[src/rtl/frame_err_injector.sv]
// -----------------------------------------------------------------------------
// frame_err_injector
//
// Error-insertion stage that sits between the payload mapper and the line
// output. Framed data passes through with one cycle of latency. While the
// injector is armed, a mask is XORed into selected beats. Which beats are
// corrupted depends on a programmable mode: single-shot, periodic, burst or
// once per frame. Corrupted beats are counted so the receiver's error
// detection can be checked against a known number.
//
// Ports
//   i_clk, i_rst                       clock, asynchronous active-high reset
//   i_row_cnt, i_col_cnt               frame position of the input beat
//   i_pyld_data, i_pyld_data_valid     input beat and its valid flag
//   i_frame_data_fas                   input beat is a frame-alignment byte
//   o_frame_data(_valid/_fas)          registered output beat, possibly
//                                      corrupted
//   i_corrupt_en                       master enable; arms the injector
//   i_corrupt_mode                     0 SINGLE, 1 PERIODIC, 2 BURST,
//                                      3 PER_FRAME
//   i_corrupt_mask                     XOR mask; 0 selects the LFSR mask
//   i_period, i_burst_len              PERIODIC interval, BURST length
//   i_tgt_row, i_tgt_col               target position (SINGLE/BURST/PER_FRAME)
//   i_fas_corrupt_en                   allow FAS beats to be corrupted
//   o_err_cnt                          saturating count of corrupted beats
//   o_busy                             injector state is not IDLE
// -----------------------------------------------------------------------------
module frame_err_injector #(
  parameter int DATA_W  = 8,   // must not exceed the 16-bit LFSR width
  parameter int ROW_W   = 2,
  parameter int COL_W   = 11,
  parameter int PER_W   = 16,
  parameter int BURST_W = 8,
  parameter int CNT_W   = 16
) (
  input  logic               i_clk,
  input  logic               i_rst,
  input  logic [ROW_W-1:0]   i_row_cnt,
  input  logic [COL_W-1:0]   i_col_cnt,
  input  logic [DATA_W-1:0]  i_pyld_data,
  input  logic               i_pyld_data_valid,
  input  logic               i_frame_data_fas,
  output logic [DATA_W-1:0]  o_frame_data,
  output logic               o_frame_data_valid,
  output logic               o_frame_data_fas,
  input  logic               i_corrupt_en,
  input  logic [1:0]         i_corrupt_mode,
  input  logic [DATA_W-1:0]  i_corrupt_mask,
  input  logic [PER_W-1:0]   i_period,
  input  logic [BURST_W-1:0] i_burst_len,
  input  logic [ROW_W-1:0]   i_tgt_row,
  input  logic [COL_W-1:0]   i_tgt_col,
  input  logic               i_fas_corrupt_en,
  output logic [CNT_W-1:0]   o_err_cnt,
  output logic               o_busy
);

  typedef enum logic [1:0] {ST_IDLE, ST_ARMED, ST_BURST, ST_DONE} state_t;

  localparam logic [1:0]         MODE_SINGLE   = 2'd0;
  localparam logic [1:0]         MODE_PERIODIC = 2'd1;
  localparam logic [1:0]         MODE_BURST    = 2'd2;
  localparam logic [PER_W-1:0]   PER_ONE       = 1;
  localparam logic [BURST_W-1:0] BURST_ONE     = 1;
  localparam logic [DATA_W-1:0]  DATA_ONE      = 1;
  localparam logic [15:0]        LFSR_SEED     = 16'hACE1;

  state_t               state_reg, state_next;
  logic [1:0]           mode_reg;
  logic [PER_W-1:0]     period_reg;
  logic [BURST_W-1:0]   burst_len_reg;
  logic [ROW_W-1:0]     tgt_row_reg;
  logic [COL_W-1:0]     tgt_col_reg;
  logic [DATA_W-1:0]    mask_reg;
  logic [PER_W-1:0]     beat_cnt_reg, beat_cnt_next;
  logic [BURST_W-1:0]   remaining_reg, remaining_next;
  logic [15:0]          lfsr_reg, lfsr_next;

  logic                 eligible;
  logic                 pos_hit;
  logic                 hit;
  logic                 latch_cfg;
  logic [PER_W-1:0]     period_last;
  logic [DATA_W-1:0]    mask;
  logic [DATA_W-1:0]    data_next;

  // FAS beats are invisible to the injector unless explicitly allowed.
  assign eligible = i_pyld_data_valid & (~i_frame_data_fas | i_fas_corrupt_en);
  assign pos_hit  = eligible & (i_row_cnt == tgt_row_reg) & (i_col_cnt == tgt_col_reg);

  // A period of 0 behaves like 1: every eligible beat is hit.
  assign period_last = (period_reg == '0) ? '0 : (period_reg - PER_ONE);

  // Forcing bit 0 keeps the LFSR-derived mask from ever being zero.
  assign mask = (mask_reg != '0) ? mask_reg : (lfsr_reg[DATA_W-1:0] | DATA_ONE);

  // x^16 + x^14 + x^13 + x^11 + 1, right-shifting Fibonacci form.
  assign lfsr_next = {lfsr_reg[0] ^ lfsr_reg[2] ^ lfsr_reg[3] ^ lfsr_reg[5], lfsr_reg[15:1]};

  genvar gi;
  generate
    for (gi = 0; gi < DATA_W; gi++) begin : g_xor
      assign data_next[gi] = i_pyld_data[gi] ^ (hit & mask[gi]);
    end
  endgenerate

  always_comb begin
    state_next     = state_reg;
    beat_cnt_next  = beat_cnt_reg;
    remaining_next = remaining_reg;
    hit            = 1'b0;
    latch_cfg      = 1'b0;
    // Dropping the enable wins over everything, including a burst in flight.
    if (!i_corrupt_en) begin
      state_next     = ST_IDLE;
      beat_cnt_next  = '0;
      remaining_next = '0;
    end else begin
      case (state_reg)
        ST_IDLE: begin
          state_next     = ST_ARMED;
          latch_cfg      = 1'b1;
          beat_cnt_next  = '0;
          remaining_next = '0;
        end
        ST_ARMED: begin
          case (mode_reg)
            MODE_SINGLE: begin
              if (pos_hit) begin
                hit        = 1'b1;
                state_next = ST_DONE;
              end
            end
            MODE_PERIODIC: begin
              if (eligible) begin
                if (beat_cnt_reg == period_last) begin
                  hit           = 1'b1;
                  beat_cnt_next = '0;
                end else begin
                  beat_cnt_next = beat_cnt_reg + PER_ONE;
                end
              end
            end
            MODE_BURST: begin
              if (pos_hit) begin
                hit = 1'b1;
                if (burst_len_reg <= BURST_ONE) begin
                  state_next = ST_DONE;
                end else begin
                  state_next     = ST_BURST;
                  remaining_next = burst_len_reg - BURST_ONE;
                end
              end
            end
            default: begin
              // PER_FRAME: the target position occurs once per frame.
              hit = pos_hit;
            end
          endcase
        end
        ST_BURST: begin
          if (eligible) begin
            hit            = 1'b1;
            remaining_next = remaining_reg - BURST_ONE;
            if (remaining_reg == BURST_ONE) begin
              state_next = ST_DONE;
            end
          end
        end
        default: begin
          // DONE: hold until the enable drops.
          state_next = state_reg;
        end
      endcase
    end
  end

  always_ff @(posedge i_clk or posedge i_rst) begin
    if (i_rst) begin
      state_reg          <= ST_IDLE;
      mode_reg           <= '0;
      period_reg         <= '0;
      burst_len_reg      <= '0;
      tgt_row_reg        <= '0;
      tgt_col_reg        <= '0;
      mask_reg           <= '0;
      beat_cnt_reg       <= '0;
      remaining_reg      <= '0;
      lfsr_reg           <= LFSR_SEED;
      o_frame_data       <= '0;
      o_frame_data_valid <= 1'b0;
      o_frame_data_fas   <= 1'b0;
      o_err_cnt          <= '0;
      o_busy             <= 1'b0;
    end else begin
      state_reg          <= state_next;
      beat_cnt_reg       <= beat_cnt_next;
      remaining_reg      <= remaining_next;
      o_frame_data       <= data_next;
      o_frame_data_valid <= i_pyld_data_valid;
      o_frame_data_fas   <= i_frame_data_fas;
      o_busy             <= (state_next != ST_IDLE);
      if (latch_cfg) begin
        mode_reg      <= i_corrupt_mode;
        period_reg    <= i_period;
        burst_len_reg <= i_burst_len;
        tgt_row_reg   <= i_tgt_row;
        tgt_col_reg   <= i_tgt_col;
        mask_reg      <= i_corrupt_mask;
      end
      if (eligible) begin
        lfsr_reg <= lfsr_next;
      end
      if (hit && (o_err_cnt != '1)) begin
        o_err_cnt <= o_err_cnt + 1'b1;
      end
    end
  end

endmodule

[config.mk]
export PLATFORM = sky130hd
export DESIGN_NAME = frame_err_injector
export DESIGN_NICKNAME = d
export VERILOG_FILES = /design/src/rtl/frame_err_injector.sv
export SDC_FILE = /design/constraint.sdc
export NUM_CORES = 1
export LEC_CHECK = 0
export BUFFER_PORTS_ARGS = -buffer_cell sky130_fd_sc_hd__buf_2
export CORE_MARGIN = 2
export CORE_UTILIZATION = 55
export DETAILED_ROUTE_END_ITERATION = 10
export GPL_TIMING_DRIVEN = 0
export PLACE_DENSITY = 0.78
export REMOVE_ABC_BUFFERS = 1
export SYNTH_ARGS = -nofsm -noshare
export SYNTH_HDL_FRONTEND = slang
export SYNTH_SLANG_ARGS = --single-unit
[constraint.sdc]
create_clock -name i_clk -period 3.71 [get_ports i_clk]
set_input_delay 0.371 -clock i_clk [delete_from_list [all_inputs] [get_ports i_clk]]
set_output_delay 0.371 -clock i_clk [all_outputs]
set_load 0.03 [all_outputs]
==> impl_metrics.json, run 1 <==
{
  "status": "completed",
  "r2r_start": "period_reg[0]$_DFFE_PP0P_",
  "critical_path_class": "reg2reg",
  "ir_drop_mv": 0.364,
  "tightest_slew_ns": 1.18,
  "area_growth_pct": 20.9,
  "cp-endpoint": "beat_cnt_reg[12]$_DFFE_PP0P_",
  "drt_first_pass_iters": 5,
  "hp-class": "in2async",
  "fin_hold_ws_ns": 0.0373,
  "mostFrequentLayoutCells": "dfrtp_1 (107), buf_2 (100), nand2_1 (74), mux2_2 (49), nor2_1 (38)",
  "fin_nets": 834,
  "track_usage": 0.249,
  "period_needed_ns": 3.62,
  "crit_slowest_cell": "or4_4",
  "grt_pass1_vias": 5320,
  "port_buffers": 100,
  "slew_headroom": 0.209,
  "drv_cap": 0,
  "p_seq_frac": 0.426,
  "antenna_found_initial": 0,
  "grt_max_degree": 69,
  "grt_pass1_wl_um": 25100,
  "async_reset_ff_frac": 1.00,
  "clkPwrFrac": 0.421,
  "placed_cell_area_um2": 7080,
  "antennaDiodeCount": 0,
  "synth_cells": 647,
  "wl_um": 15300,
  "startpoint": "period_reg[0]$_DFFE_PP0P_",
  "fp.dieW_um": 113,
  "clkLatencyLatePin_ns": 0.43,
  "start_kind": "flop",
  "cp_max_fo": 13,
  "grt_overflow": 0,
  "ctsRootBufferMaster": "clkbuf_16",
  "ys_types": 71,
  "numCtsBuffers": 17,
  "cp.arrival_ns": 3.95,
  "yosys_warnings": 0,
  "wl_per_cell_um": 16.9,
  "p_switching_mw": 1.03,
  "leakagePower_nw": 3.55,
  "syn_area_per_cell_um2": 10.0,
  "internal_power_mw": 2.67,
  "tritoncts": "yes",
  "drive_gt1_frac": 0.298,
  "required_ns": 4.04,
  "swShare": 0.279,
  "path_cells": "inv_2, ha_4, or4b_4, or4_4, o221ai_1, a221oi_1, and4bb_1, and4_4, buf_4, a211oi_4, buf_12, or2b_1, a31oi_1",
  "fmax_mhz": 276,
  "viasPerCell": 5.92,
  "cellPowerDensity_nw_per_um2": 471,
  "coreArea_um2": 11500,
  "synth_ff_type": "dfrtp_1",
  "finalSetupViolCount": 0,
  "ioPinCount": 101,
  "fin_area_um2": 7860,
  "clockBufferDepth": 2,
  "dp_hpwl_um": 10500,
  "hold_viol": 0,
  "drcViolationCount": 0,
  "endpoint_kind": "flop",
  "syn_area_um2": 6500,
  "ys_ff_latch": 116,
  "die_area_um2": 12700,
  "initial_core_util": 0.567,
  "vias": 5348,
  "ys_seq_area_frac": 0.448,
  "cp_slowest_stage_delay_ns": 0.57,
  "combPwrFrac": 0.153,
  "htree_levels": 4,
  "num_rows": 39,
  "cts_sinks": 116,
  "synth_edf_count": 0,
  "gp_congestion": 0.873,
  "maxSlewViolCount": 0,
  "die_y_um": 113,
  "clkTransAtPathRegs_ns": 0.05,
  "final.period_utilization": 0.976,
  "ant_nets": 0,
  "skew_ns": 0.0115,
  "drt_iter0_drc": 352,
  "layout_commonest_cell": "dfrtp_1",
  "r2r_setup_slack_ns": 0.09,
  "ff2ff_path_depth": 13,
  "worstReg2RegEnd": "beat_cnt_reg[12]$_DFFE_PP0P_"
}
critical path: cells and delay by family (launching register included):
| kind | cells | cell delay (ns) |
|---|---|---|
| adder cells (fa/ha/maj) | 1 | 0.18 |
| buffers and inverters | 3 | 0.42 |
| AND/OR/NAND/NOR | 5 | 1.78 |
| AO/OA/AOI/OAI | 4 | 0.68 |
| flip-flops | 1 | 0.45 |
metal layers:
metal	GRT usage	vias up	routed length (µm)
met5	0	-	0
met4	0.111	0	261
met3	0.0627	29	837
met2	0.414	177	7810
met1	0.310	2613	6390
li1	-	2529	-
cell families after synthesis:
| group | after synthesis | synth area share |
|---|---|---|
| buffers and inverters | 53 | 0.0381 |
| muxes | 51 | 0.0880 |
| and+or+nand+nor | 239 | 0.198 |
| DFF | 116 | 0.448 |
| AOI/OAI and AO/OA | 115 | 0.120 |
| adders and majority gates | 12 | 0.0231 |
| xor gates and xnor gates | 61 | 0.0843 |
synthesized netlist by cell type (all sizes together), types with 2 or more instances:
cell	instances	area share
nor3b	4	0.0046
or4b	3	0.0046
a21oi	30	0.023
o31ai	5	0.0058
or2b	6	0.0069
ha	12	0.023
a22oi	3	0.0035
a221oi	3	0.0040
a31oi	16	0.019
dfstp	8	0.032
and3	11	0.011
clkbuf	19	0.011
nor3	18	0.015
nor2	38	0.022
o21a	2	0.0023
a211oi	3	0.0062
a22o	5	0.0067
dfrtp	108	0.42
buf	9	0.013
inv	25	0.014
nand3	14	0.011
nand4	7	0.0067
o211ai	2	0.0023
or3	8	0.0077
nand2b	16	0.015
mux2i	2	0.0031
mux2	49	0.085
xnor2	32	0.043
xor2	28	0.038
nand2	75	0.043
and4	3	0.0044
nor4b	3	0.0050
a311oi	2	0.0027
o21ai	25	0.019
a32oi	6	0.0081
or2	3	0.0029
or4	10	0.012
nor4	17	0.022
a2111oi	2	0.0027
power groups by stage:
stage / sequential [mW] / combinational (mW) / clock (mW)
2_1_floorplan: 1.56 / 0.396 / 0
3_3_place_gp: 1.58 / 0.517 / 0
3_5_place_dp: 1.59 / 0.545 / 0
4_1_cts: 1.57 / 0.557 / 1.57
5_1_grt: 1.60 / 0.630 / 1.63
6_report: 1.58 / 0.567 / 1.56
worst min path at each step:
stage | start | end | slack, ns | depth (start not counted)
after floorplan | i_frame_data_fas | o_frame_data_fas$_DFF_PP0_ | 0.40 | 0
after global placement | lfsr_reg[11]$_DFFE_PP1P_ | lfsr_reg[10]$_DFFE_PP1P_ | 0.44 | 2
after detailed placement | lfsr_reg[13]$_DFFE_PP1P_ | lfsr_reg[13]$_DFFE_PP1P_ | 0.45 | 2
after CTS | i_rst | tgt_col_reg[2]$_DFFE_PP0P_ | 0.05 | 2
after global routing | i_frame_data_fas | o_frame_data_fas$_DFF_PP0_ | 0.07 | 1
final | i_rst | tgt_row_reg[1]$_DFFE_PP0P_ | 0.04 | 2
stage by stage:
step	TNS, ns	total power, mW	setup WS (ns)	utilization	instances
after CTS	0	3.70	0.0149	0.673	899
final	0	3.70	0.0899	0.685	904
after detailed placement	-10.54	2.13	-0.494	0.617	864
after global routing	-0.00262	3.86	-0.00262	0.685	904
after floorplan	0	1.95	0.0473	-	619
after global placement	-101.65	2.09	-0.876	0.613	862
timing repair:
item                                    CTS  global route
pin swaps                                 1             1
hold buffers                              0             0
setup buffers                             2             5
resized for setup                         7            18
endpoints found under the setup margin   39            40
cloned                                    1             0
final cells by class:
cell class	instances	area, µm²
Clock buffer	24	482
Fill cell	852	3610
Clock inverter	8	78.8
Sequential cell	116	2910
Multi-Input combinational cell	479	3480
Inverter	25	96.3
Timing Repair Buffer	109	626
Tap cell	143	179
No activity file was read; power rests on OpenSTA's default activity.
==> inputs of run 2 (changes only) <==
CTS_BUF_LIST = sky130_fd_sc_hd__clkbuf_4 sky130_fd_sc_hd__clkbuf_8   (was unset)
==> run 2 against run 1 <==
  * Maximum frequency grew 0.89%
  * Highest routed layer unchanged
  * Cell area shrank 2.4%
  * Combinational power is essentially flat
  * Clock skew shrank 0.00069 ns
  * First-iteration DRC count grew 0.57%
  * Critical endpoint is now o_err_cnt[7]$_DFFE_PP0P_
  * Routed wire length shrank 1.7%
  * Global-route usage shrank 0.25 points
  * Non-clock buffer count is the same
  * Sequential cell count is the same
  * Clock power shrank 28%
==> impl_metrics.json, run 2 (synthesized netlist as in run 1, its figures left out) <==
{
  "status": "completed",
  "fin_hold_ws_ns": 0.00312,
  "placed_cell_area_um2": 7080,
  "layout.cells.non_filler": 904,
  "dp_hpwl_um": 10500,
  "multi_input_area_um2": 3480,
  "hold_viol": 0,
  "layout_commonest_cell": "dfrtp_1",
  "numCtsBuffers": 17,
  "finalSetupViolCount": 0,
  "grt_pass1_wl_um": 25100,
  "fin_nets": 834,
  "cts_sinks": 116,
  "dp_cells": 864,
  "cts_hold_buf": 0,
  "ant_nets": 0,
  "regArea_um2": 2910,
  "cp.arrival_ns": 3.97,
  "antennaDiodeCount": 0,
  "drive_gt1_frac": 0.304,
  "place_worst_setup_slack_ns": -0.494,
  "clockBufferDepth": 2,
  "period_needed_ns": 3.59,
  "ctsRootBufferMaster": "clkbuf_8",
  "drcViolationCount": 0,
  "die_y_um": 113,
  "nFillCells": 879,
  "ir_drop_mv": 0.348,
  "power_mw": 3.27,
  "port_buffers": 100,
  "fin_area_um2": 7670,
  "clkLatencyLatePin_ns": 0.46,
  "leakagePower_nw": 3.46,
  "initial_core_util": 0.567,
  "vias": 5299,
  "antenna_found_initial": 0,
  "grt_pass1_vias": 5298,
  "num_rows": 39,
  "die_area_um2": 12700,
  "clkTransAtPathRegs_ns": 0.07,
  "coreArea_um2": 11500,
  "drt_iter0_drc": 354,
  "grt_overflow": 0,
  "fp.dieW_um": 113,
  "mostFrequentLayoutCells": "dfrtp_1 (108), buf_2 (100), nand2_1 (74), mux2_2 (49), nor2_1 (38)",
  "track_usage": 0.247,
  "start_kind": "flop",
  "tightest_slew_ns": 1.13,
  "area_growth_pct": 18.0,
  "tns_ns": 0,
  "critical_path_class": "reg2reg",
  "wl_um": 15000,
  "drv_cap": 0,
  "slew_headroom": 0.243,
  "required_ns": 4.09,
  "tritoncts": "yes",
  "grt_max_degree": 69,
  "endpoint_kind": "flop",
  "cp_max_fo": 10,
  "cellPowerDensity_nw_per_um2": 427,
  "hp-class": "in2async",
  "final.period_utilization": 0.967,
  "maxSlewViolCount": 0,
  "wl_per_cell_um": 16.6,
  "drt_first_pass_iters": 5,
  "fmax_mhz": 279,
  "ioPinCount": 101,
  "setup_ws_ns": 0.122,
  "htree_levels": 4,
  "gp_congestion": 0.873,
  "fin_util": 0.669,
  "skew_ns": 0.0108,
  "viasPerCell": 5.86
}
[run 2: cell counts in the layout (fill, tap and decap cells not counted)]
No cell type changed its count.
[run 2: where the power goes]
part	switching [mW]	total, mW	leakage (nW)	internal, mW
combinational	0.291	0.566	1.80	0.276
clock	0.521	1.13	0.201	0.611
sequential	0.153	1.57	1.45	1.42
total	0.965	3.27	3.46	2.31
[run 2: repair_timing]
item | in CTS | in global routing
pin swaps | 1 | 3
buffers inserted | 2 | 5
endpoints found under the setup margin | 39 | 40
gates resized for setup | 7 | 16
cloned | 1 | 0
[run 2: worst max-delay path: stages, from the launching register on]
cell and delay, ns:
dfrtp_1 0.45, inv_1 0.15, ha_4 0.20, or4b_4 0.53, or4_4 0.56, a211oi_2 0.20, o22a_1 0.17, and4bb_1 0.21
and4_4 0.32, a31oi_4 0.21, nor4_2 0.32, xor2_1 0.19
[run 2: cell type report]
type	instances	share of cell area
Inverter	25	0.0126
Clock buffer	24	0.0398
Clock inverter	8	0.0103
Timing Repair Buffer	109	0.0799
Sequential cell	116	0.380
Multi-Input combinational cell	479	0.454
Tap cell	143	0.0233
[run 2: worst paths after layout]
check                           slack (ns)                         end                       from  depth (start not counted)
worst max-delay path                  0.12    o_err_cnt[7]$_DFFE_PP0P_  period_reg[0]$_DFFE_PP0P_                         11
worst min-delay path                 0.003  tgt_col_reg[2]$_DFFE_PP0P_                      i_rst                          2
worst max register to register        0.12    o_err_cnt[7]$_DFFE_PP0P_  period_reg[0]$_DFFE_PP0P_                         11
worst min register to register        0.46    lfsr_reg[10]$_DFFE_PP1P_   lfsr_reg[11]$_DFFE_PP1P_                          2
max in group asynchronous             2.93     lfsr_reg[6]$_DFFE_PP1P_                      i_rst                          3
min in group i_clk                    0.04  o_frame_data_fas$_DFF_PP0_           i_frame_data_fas                          1
[run 2: per-layer routing]
metal | global-route usage | vias to the layer above | routed length [µm]
li1 | - | 2526 | -
met5 | 0 | - | 0
met4 | 0.106 | 0 | 335
met2 | 0.407 | 158 | 7560
met1 | 0.310 | 2586 | 6360
met3 | 0.0632 | 29 | 780
==> inputs of run 3 (changes only) <==
MAX_ROUTING_LAYER = met4   (was unset)
==> run 3 against run 2 <==
  * Sequential share of layout area is 0.48 points lower
  * Maximum frequency is 1.3% higher
  * Cell area is 1.3% higher
  * Largest cell class unchanged
==> impl_metrics.json, run 3 (synthesized netlist as in run 1, its figures left out) <==
{
  "die_area_um2": 12700,
  "status": "completed",
  "hp-start": "i_frame_data_fas",
  "tritoncts": "yes",
  "num_rows": 39,
  "clockBufferDepth": 2,
  "die_y_um": 113,
  "drt_iter0_drc": 361,
  "start_kind": "flop",
  "cp_slowest_stage_delay_ns": 0.54,
  "crit_path_frequent_cell": "buf_4",
  "gp_congestion": 0.874,
  "coreArea_um2": 11500,
  "endpoint_kind": "flop",
  "mostFrequentLayoutCells": "dfrtp_1 (107), buf_2 (100), nand2_1 (74), mux2_2 (49), nor2_1 (38)",
  "crit_family": "simple AND/OR/NAND/NOR gates",
  "period_needed_ns": 3.54,
  "final.period_utilization": 0.954,
  "setup_ws_ns": 0.169,
  "dp_hpwl_um": 10200,
  "hold_path_depth": 1,
  "htree_levels": 4,
  "critPathBufInv": 4,
  "ctsRootBufferMaster": "clkbuf_8",
  "ff2ff_path_depth": 13,
  "grt_pass1_wl_um": 23900,
  "slew_headroom": 0.228,
  "critical_path_class": "reg2reg",
  "ioPinCount": 101,
  "nFillCells": 874,
  "layout_commonest_cell": "dfrtp_1",
  "initial_core_util": 0.567,
  "port_buffers": 100,
  "placed_cell_area_um2": 7080,
  "worstReg2RegEnd": "beat_cnt_reg[1]$_DFFE_PP0P_",
  "fin_nets": 837,
  "fin_area_um2": 7770,
  "dp_cells": 864,
  "wl_um": 14800,
  "vias": 5341,
  "layout.cells.non_filler": 907,
  "drcViolationCount": 0,
  "leakagePower_nw": 3.48,
  "path_cells": "inv_2, ha_4, or4b_4, nor4_2, nand2_1, xor2_1, a2111oi_2, and4_4, buf_4, a211oi_4, buf_4, buf_4, a22o_1",
  "fin_hold_ws_ns": 0.0554,
  "skew_ns": 0.0101,
  "whs_endpoint": "o_frame_data_fas$_DFF_PP0_",
  "cp_max_fo": 8,
  "fp.dieW_um": 113,
  "finalSetupViolCount": 0,
  "ant_nets": 0,
  "cp.arrival_ns": 3.86,
  "regArea_um2": 2910,
  "rsz0062_at_grt": "no",
  "fmax_mhz": 282,
  "clkTransAtPathRegs_ns": 0.07,
  "viasPerCell": 5.89,
  "drv_cap": 0,
  "wl_per_cell_um": 16.4,
  "grt_overflow": 0,
  "ir_drop_mv": 0.331,
  "numCtsBuffers": 17,
  "clkLatencyLatePin_ns": 0.44,
  "place_worst_setup_slack_ns": -0.466,
  "antennaDiodeCount": 0,
  "area_growth_pct": 19.5,
  "multi_input_area_um2": 3480,
  "grt_pass1_vias": 5156,
  "r2r_setup_slack_ns": 0.17,
  "required_ns": 4.03,
  "r2r_start": "period_reg[0]$_DFFE_PP0P_",
  "hold_viol": 0,
  "maxSlewViolCount": 0,
  "tightest_slew_ns": 1.15,
  "crit_slowest_cell": "or4b_4",
  "fin_util": 0.678,
  "drt_first_pass_iters": 5,
  "drive_gt1_frac": 0.306,
  "grt_max_degree": 75,
  "antenna_found_initial": 0,
  "cts_sinks": 116,
  "startpoint": "period_reg[0]$_DFFE_PP0P_",
  "track_usage": 0.241,
  "hp-class": "in2reg",
  "cellPowerDensity_nw_per_um2": 449
}
==> run 3: power by group <==
part,total (mW),switching [mW],internal [mW],leakage [nW]
sequential,1.57,0.152,1.42,1.45
combinational,0.563,0.287,0.276,1.79
clock,1.35,0.503,0.847,0.241
==> run 3: worst reg2reg max path, delay by kind of cell, from the launching register on <==
family,cells,cell delay (ns)
AOI/OAI and AO/OA,3,0.68
adders and majority gates,1,0.19
and+or+nand+nor,4,1.38
buffers and inverters,4,0.57
xor gates and xnor gates,1,0.16
DFF,1,0.46
==> run 3: worst max path at each step <==
| stage | to | cells after the start |
|---|---|---|
| after floorplan | beat_cnt_reg[11]$_DFFE_PP0P_ | 11 |
| after global placement | burst_len_reg[4]$_DFFE_PP0P_ | 2 |
| after detailed placement | beat_cnt_reg[6]$_DFFE_PP0P_ | 11 |
| after CTS | o_err_cnt[8]$_DFFE_PP0P_ | 11 |
| after global routing | o_err_cnt[15]$_DFFE_PP0P_ | 11 |
| final | beat_cnt_reg[1]$_DFFE_PP0P_ | 13 |
==> run 3: layout make-up <==
class                   instances  area share
well taps                     143      0.0230
flip-flops and latches        116       0.375
clock buffers                  25      0.0419
repair buffers                111      0.0812
clock inverters                 7      0.0184
inverters                      25      0.0124
multi-input cells             480       0.448
==> run 3: stage by stage <==
step / setup TNS (ns) / power [mW]
floorplan: 0 / 1.95
global placement: -99.93 / 2.09
detailed placement: -12.15 / 2.13
CTS: 0 / 3.49
global route: 0 / 3.65
finish: 0 / 3.49
==> run 3: timing repair <==
item | 4_1_cts | 5_1_grt
resized for setup | 9 | 13
hold buffers | 1 | 0
pin swaps | 1 | 6
buffers inserted | 2 | 6
hold endpoints to repair | 38 | 0
setup endpoints to repair | 40 | 39
cloned | 1 | 1
==> run 3: metal layers <==
layer  track usage  routed length [µm]
met4         0.103                 299
met2         0.390                7460
met1         0.294                6300
met5             -                   0
met3        0.0514                 781
